<file path="src/rtl/multi_timer.sv">
// Multi-channel countdown timer for the peripheral bus. Each channel has a
// prescaler, one-shot or auto-reload mode and a sticky write-1-to-clear pending flag.
//
//   state  | meaning
//   S_IDLE | channel stopped; loads COUNT from PRESET once EN is seen
//   S_CNT  | channel running; prescaled ticks decrement COUNT
module multi_timer #(
  parameter int NUM_CH = 2,
  parameter int CNT_W  = 32,
  parameter int PSC_W  = 8
) (
  input  logic              clk,
  input  logic              reset,
  input  logic              TimerWe,
  input  logic [31:0]       ADDR,
  input  logic [31:0]       Din,
  output logic [31:0]       Dout,
  output logic [NUM_CH-1:0] irq_ch,
  output logic              IRQ
);

  localparam int CH_W = (NUM_CH > 1) ? $clog2(NUM_CH) : 1;

  typedef enum logic {
    S_IDLE = 1'b0,
    S_CNT  = 1'b1
  } state_t;

  logic [CH_W-1:0]        ch_sel;
  logic                   ch_valid;
  logic [1:0]             reg_idx;
  logic [NUM_CH*32-1:0]   rd_flat;
  logic                   unused_bits;

  assign ch_sel      = ADDR[4 +: CH_W];
  assign reg_idx     = ADDR[3:2];
  assign ch_valid    = ({1'b0, ch_sel} < (CH_W + 1)'(NUM_CH));
  assign unused_bits = ^{ADDR, Din};

  for (genvar c = 0; c < NUM_CH; c++) begin : g_ch
    state_t           state_q, state_d;
    logic             en_q, en_d;
    logic [1:0]       mode_q, mode_d;
    logic             im_q, im_d;
    logic [PSC_W-1:0] psc_q, psc_d;
    logic [PSC_W-1:0] psc_cnt_q, psc_cnt_d;
    logic [CNT_W-1:0] preset_q, preset_d;
    logic [CNT_W-1:0] count_q, count_d;
    logic             pend_q, pend_d;
    logic             wr_sel, tick, pend_set, pend_clr;
    logic [31:0]      rd_word;

    assign wr_sel = TimerWe && ch_valid && (ch_sel == CH_W'(c));
    assign tick   = (psc_cnt_q == psc_q);

    always_comb begin
      state_d   = state_q;
      en_d      = en_q;
      mode_d    = mode_q;
      im_d      = im_q;
      psc_d     = psc_q;
      psc_cnt_d = psc_cnt_q;
      preset_d  = preset_q;
      count_d   = count_q;
      pend_set  = 1'b0;
      pend_clr  = 1'b0;

      case (state_q)
        S_IDLE: begin
          if (en_q) begin
            count_d   = preset_q;
            psc_cnt_d = '0;
            state_d   = S_CNT;
          end
        end
        S_CNT: begin
          if (!en_q) begin
            state_d = S_IDLE;
          end else begin
            psc_cnt_d = tick ? '0 : psc_cnt_q + PSC_W'(1);
            if (tick) begin
              if (count_q > CNT_W'(1)) begin
                count_d = count_q - CNT_W'(1);
              end else begin
                // COUNT of 0 or 1 both expire, so PRESET=0 acts as PRESET=1
                pend_set = 1'b1;
                if (mode_q == 2'b01) begin
                  count_d = preset_q;
                end else begin
                  count_d = '0;
                  en_d    = 1'b0;
                  state_d = S_IDLE;
                end
              end
            end
          end
        end
        default: state_d = S_IDLE;
      endcase

      // Bus writes land after the FSM so they win on the same register
      if (wr_sel) begin
        case (reg_idx)
          2'd0: begin
            en_d   = Din[0];
            mode_d = Din[2:1];
            im_d   = Din[3];
            psc_d  = Din[8 +: PSC_W];
          end
          2'd1: preset_d = Din[CNT_W-1:0];
          2'd2: count_d  = Din[CNT_W-1:0];
          2'd3: pend_clr = Din[0];
          default: ;
        endcase
      end

      pend_d = pend_set | (pend_q & ~pend_clr);
    end

    always_ff @(posedge clk) begin
      if (reset) begin
        state_q   <= S_IDLE;
        en_q      <= 1'b0;
        mode_q    <= 2'b00;
        im_q      <= 1'b0;
        psc_q     <= '0;
        psc_cnt_q <= '0;
        preset_q  <= '0;
        count_q   <= '0;
        pend_q    <= 1'b0;
      end else begin
        state_q   <= state_d;
        en_q      <= en_d;
        mode_q    <= mode_d;
        im_q      <= im_d;
        psc_q     <= psc_d;
        psc_cnt_q <= psc_cnt_d;
        preset_q  <= preset_d;
        count_q   <= count_d;
        pend_q    <= pend_d;
      end
    end

    always_comb begin
      rd_word = '0;
      case (reg_idx)
        2'd0: begin
          rd_word[0]            = en_q;
          rd_word[2:1]          = mode_q;
          rd_word[3]            = im_q;
          rd_word[8 +: PSC_W]   = psc_q;
        end
        2'd1: rd_word = 32'(preset_q);
        2'd2: rd_word = 32'(count_q);
        2'd3: begin
          rd_word[0] = pend_q;
          rd_word[1] = (state_q == S_CNT);
        end
        default: rd_word = '0;
      endcase
    end

    assign rd_flat[c*32 +: 32] = rd_word;
    assign irq_ch[c]           = pend_q & im_q;
  end

  always_comb begin
    Dout = '0;
    for (int i = 0; i < NUM_CH; i++) begin
      if (ch_valid && (ch_sel == CH_W'(i))) begin
        Dout = rd_flat[i*32 +: 32];
      end
    end
  end

  assign IRQ = |irq_ch;

endmodule

</file>
<file path="config.mk">
export PLATFORM = sky130hd
export DESIGN_NAME = multi_timer
export DESIGN_NICKNAME = d
export VERILOG_FILES = /design/src/rtl/multi_timer.sv
export SDC_FILE = /design/constraint.sdc
export NUM_CORES = 1
export LEC_CHECK = 0
export CAP_MARGIN = 20
export CORE_ASPECT_RATIO = 0.5
export CORE_UTILIZATION = 35
export DETAILED_ROUTE_END_ITERATION = 16
export SYNTH_ARGS = -nofsm -noshare
export SYNTH_HDL_FRONTEND = slang
export SYNTH_SLANG_ARGS = --single-unit
export TNS_END_PERCENT = 20
</file>
<file path="constraint.sdc">
create_clock -name clk -period 7.1 [get_ports clk]
set_input_delay 1.42 -clock clk [delete_from_list [all_inputs] [get_ports clk]]
set_output_delay 1.42 -clock clk [all_outputs]
set_load 0.01 [all_outputs]
</file>
==> results.toml <==
[timing]
portion_of_the_clock_cycle_consumed_by_the_worst_path_in_the_final_layout_pct = 83.66
fin_setup_tns_ps = 0
final-max-slew-violation-count = 0
final_worst_path_setup_slack_ps = 1160
setup_viol = 0
post-route-min-period_ps = 5940
finalClockSkew_ps = 9.409
achievable-frequency_mhz = 168.4
max-slew-margin-rel_pct = 28.66
finalHoldViolCount = 0
grt_setup_unrepaired = "no"
timing_worst_slew_pin_value_ps = 1064

[yosys]
synth.cell_area_mm2 = 0.01141
synth_area_leaders = "sky130_fd_sc_hd__dfxtp_1 (30%), sky130_fd_sc_hd__nand2_1 (8.4%), sky130_fd_sc_hd__a21oi_1 (5.8%)"
synth.largest_area_cell = "sky130_fd_sc_hd__dfxtp_1"
mappedNetlistNets = 1614
synth_async_sr_flop_share_pct = 0
synth.yosys.seq_area_share_pct = 30.17
ys_types = 82
synth.top_cells.by_count = "sky130_fd_sc_hd__nand2_1 (256), sky130_fd_sc_hd__dfxtp_1 (172), sky130_fd_sc_hd__a21oi_1 (132)"
ys_dominant_reg_cell = "sky130_fd_sc_hd__dfxtp_1"
yosysTopAreaCellShare_pct = 30.17
post_synth_inst_count = 1535
yosysWarningCount = 0
synthMostInstantiatedCell = "sky130_fd_sc_hd__nand2_1"
synth.ff_latch_count = 172
syn-mean-instance-area_um2 = 7.436
number_of_flops_mapped_to_enable_cells_by_yosys = 0

[route]
detailedRoute.firstIterationViolations = 1488
avgViaCountPerCell = 6.249
num_vias = 12149
drc = 0
detailed_router_iteration_count_before_antenna_repair = 5
wl_per_cell_um = 22.74
route.antenna.remaining_nets = 0
drt-total-wl_mm = 44.20

[floorplanning]
dieWidth_um = 257.4
rows = 46
dieArea_mm2 = 0.03338
start_util_pct = 35.80
core-area_mm2 = 0.03189
die-height_um = 129.7
ios = 102

[pwr]
ir_drop_worst_case_vdd_v = 0.0001380
report.power.total_mw = 2.707
power_leakage_nw = 4.228
cellPowerDensity_mw_per_mm2 = 210.1

[final_layout]
fill_cells = 3301
fin_area_mm2 = 0.01288
area_grow_syn2layout_pct = 12.88
layout_cells_sized_above_1_pct = 7.077
final_nets = 1578
antennaDiodeCount = 0
final_cells = 1944

[placement]
detailedPlacementHpwl_mm = 29.21
placedInstanceArea_mm2 = 0.01229
placed_cells = 1912
numPortBuffers = 72
routabilityCongestion = 0.8954
pre_cts_slack_ps = 1230

[clock_tree]
max_clock_buf_depth = 2
cts_root_buffer = "sky130_fd_sc_hd__clkbuf_16"
post_cts_buffers = 0
clkLatencyLatePin_ps = 460
worst_setup_hold_path_clk_slew_ps = 70
cts.htree.levels = 4
cts_made_buffers = 17
post_cts_hold_buffer_count = 0
cts_num_sinks = 172
cts_resized = 0
cts_tree = "done"

[global_routing]
grt_first_pass_wirelength_mm = 67.13
antenna_found_initial = 1
pin_count_of_the_biggest_net_entering_global_routing = 69
grtUsageTotal_pct = 26.06
global_route.overflow_total = 0
grt_pass1_vias = 10863

[flow_run]
drv_cap = 0

[critical_path]
required_ps = 5680
cp_data_arrival_time_ps = 4520
critical_path.reg2reg.startpoint = "g_ch[0].count_q[27]"
path_max_fanout = 40
cp-end-kind = "output pin"
critPathKind = "input port to output pin"
cp-startpoint = "ADDR[2]"
startpoint_type = "input port"

[run_status]
run_status = "finished, final reports clean"

[hold_path]
hp-class = "register to register"
holdCritStartpoint = "g_ch[1].im_q"
metal layers:
layer	vias up	wire, um	global-route usage [%]
met5	-	0	0
met4	0	605	5.778
met3	48	4786	8.430
met2	573	18710	37.89
met1	5852	20090	37.16
li1	5676	-	-
placed cells by master (no fill, tap or decap), types with 5 or more instances in the layout:
cell type | netlist | routed
sky130_fd_sc_hd__a211o_1 | 6 | 6
sky130_fd_sc_hd__a211oi_1 | 56 | 56
sky130_fd_sc_hd__a21oi_1 | 132 | 132
sky130_fd_sc_hd__a221oi_1 | 42 | 42
sky130_fd_sc_hd__a22o_1 | 12 | 12
sky130_fd_sc_hd__a22oi_1 | 33 | 33
sky130_fd_sc_hd__a311o_1 | 7 | 7
sky130_fd_sc_hd__a311oi_1 | 22 | 22
sky130_fd_sc_hd__a31oi_1 | 15 | 15
sky130_fd_sc_hd__and2_1 | 8 | 8
sky130_fd_sc_hd__and3_1 | 31 | 31
sky130_fd_sc_hd__and4_1 | 8 | 7
sky130_fd_sc_hd__buf_4 | 4 | 30
sky130_fd_sc_hd__clkbuf_16 | 0 | 17
sky130_fd_sc_hd__clkdlybuf4s50_1 | 0 | 70
sky130_fd_sc_hd__clkinv_2 | 0 | 5
sky130_fd_sc_hd__dfxtp_1 | 172 | 171
sky130_fd_sc_hd__ha_1 | 12 | 10
sky130_fd_sc_hd__inv_1 | 15 | 15
sky130_fd_sc_hd__mux2_2 | 11 | 11
sky130_fd_sc_hd__mux2i_1 | 44 | 44
sky130_fd_sc_hd__nand2_1 | 256 | 256
sky130_fd_sc_hd__nand2b_1 | 11 | 11
sky130_fd_sc_hd__nand3_1 | 50 | 50
sky130_fd_sc_hd__nand4_1 | 20 | 20
sky130_fd_sc_hd__nor2_1 | 89 | 89
sky130_fd_sc_hd__nor3_1 | 39 | 37
sky130_fd_sc_hd__nor3_2 | 3 | 5
sky130_fd_sc_hd__nor4_1 | 28 | 27
sky130_fd_sc_hd__o211ai_1 | 12 | 12
sky130_fd_sc_hd__o21a_1 | 5 | 5
sky130_fd_sc_hd__o21ai_0 | 86 | 86
sky130_fd_sc_hd__o221ai_1 | 11 | 11
sky130_fd_sc_hd__o22ai_1 | 13 | 13
sky130_fd_sc_hd__or2_2 | 6 | 6
sky130_fd_sc_hd__or3_1 | 11 | 11
sky130_fd_sc_hd__or4_1 | 5 | 5
sky130_fd_sc_hd__xnor2_1 | 19 | 19
sky130_fd_sc_hd__xor2_1 | 13 | 13
worst paths after layout:
kind                            slack [ps]  cells after the start                 end
worst min register to register         480                      2        g_ch[1].im_q
worst max-delay path                  1160                      7             Dout[7]
worst min-delay path                   480                      2        g_ch[1].im_q
worst max register to register        3810                      7  g_ch[0].count_q[6]
state kept, by name, summed over array words and instances, names as in the netlist:
| signal | cells |
|---|---|
| g_ch.count_q | 64 |
| g_ch.preset_q | 64 |
| g_ch.psc_cnt_q | 16 |
| g_ch.psc_q | 16 |
| g_ch.mode_q | 4 |
| g_ch.en_q | 2 |
| g_ch.im_q | 2 |
| g_ch.pend_q | 2 |
| g_ch.state_q | 2 |
kinds of logic after synthesis:
family                   share of synthesized area [%]
adder cells (fa/ha/maj)                          1.315
multiplexers                                     5.141
flip-flops                                       30.17
XOR/XNOR                                         2.455
AND/OR/NAND/NOR                                  25.02
buffers and inverters                            6.303
AO/OA/AOI/OAI                                    29.60
area by class of cell:
cell class | count | area (um^2) | area share (%)
clock buffers | 17 | 425.4 | 3.302
clock inverters | 15 | 172.7 | 1.340
inverters | 17 | 63.81 | 0.4952
multi-input cells | 1189 | 7287 | 56.55
flip-flops and latches | 172 | 3445 | 26.73
well taps | 432 | 540.5 | 4.195
repair buffers | 102 | 950.9 | 7.380
worst max-delay path: stages:
cell	delay, ps
sky130_fd_sc_hd__clkdlybuf4s50_1	520
sky130_fd_sc_hd__inv_1	160
sky130_fd_sc_hd__ha_2	840
sky130_fd_sc_hd__buf_12	290
sky130_fd_sc_hd__a221oi_1	170
sky130_fd_sc_hd__a211oi_1	480
sky130_fd_sc_hd__clkdlybuf4s50_1	620
power by group:
part / total, mW / internal (mW) / leakage, nW / switching [mW]
clock network: 0.999 / 0.552 / 0.289 / 0.446
logic: 0.660 / 0.225 / 2.54 / 0.435
registers: 1.05 / 0.996 / 1.39 / 0.0526
stage by stage:
step	util (%)	hold slack [ps]
after global placement	38.51	459.1
after floorplan	-	441.6
after detailed placement	38.53	467.1
after CTS	40.41	476.9
after global routing	40.41	495.8
final	40.41	475.5
Note: power is estimated with default switching activity, not from simulation.
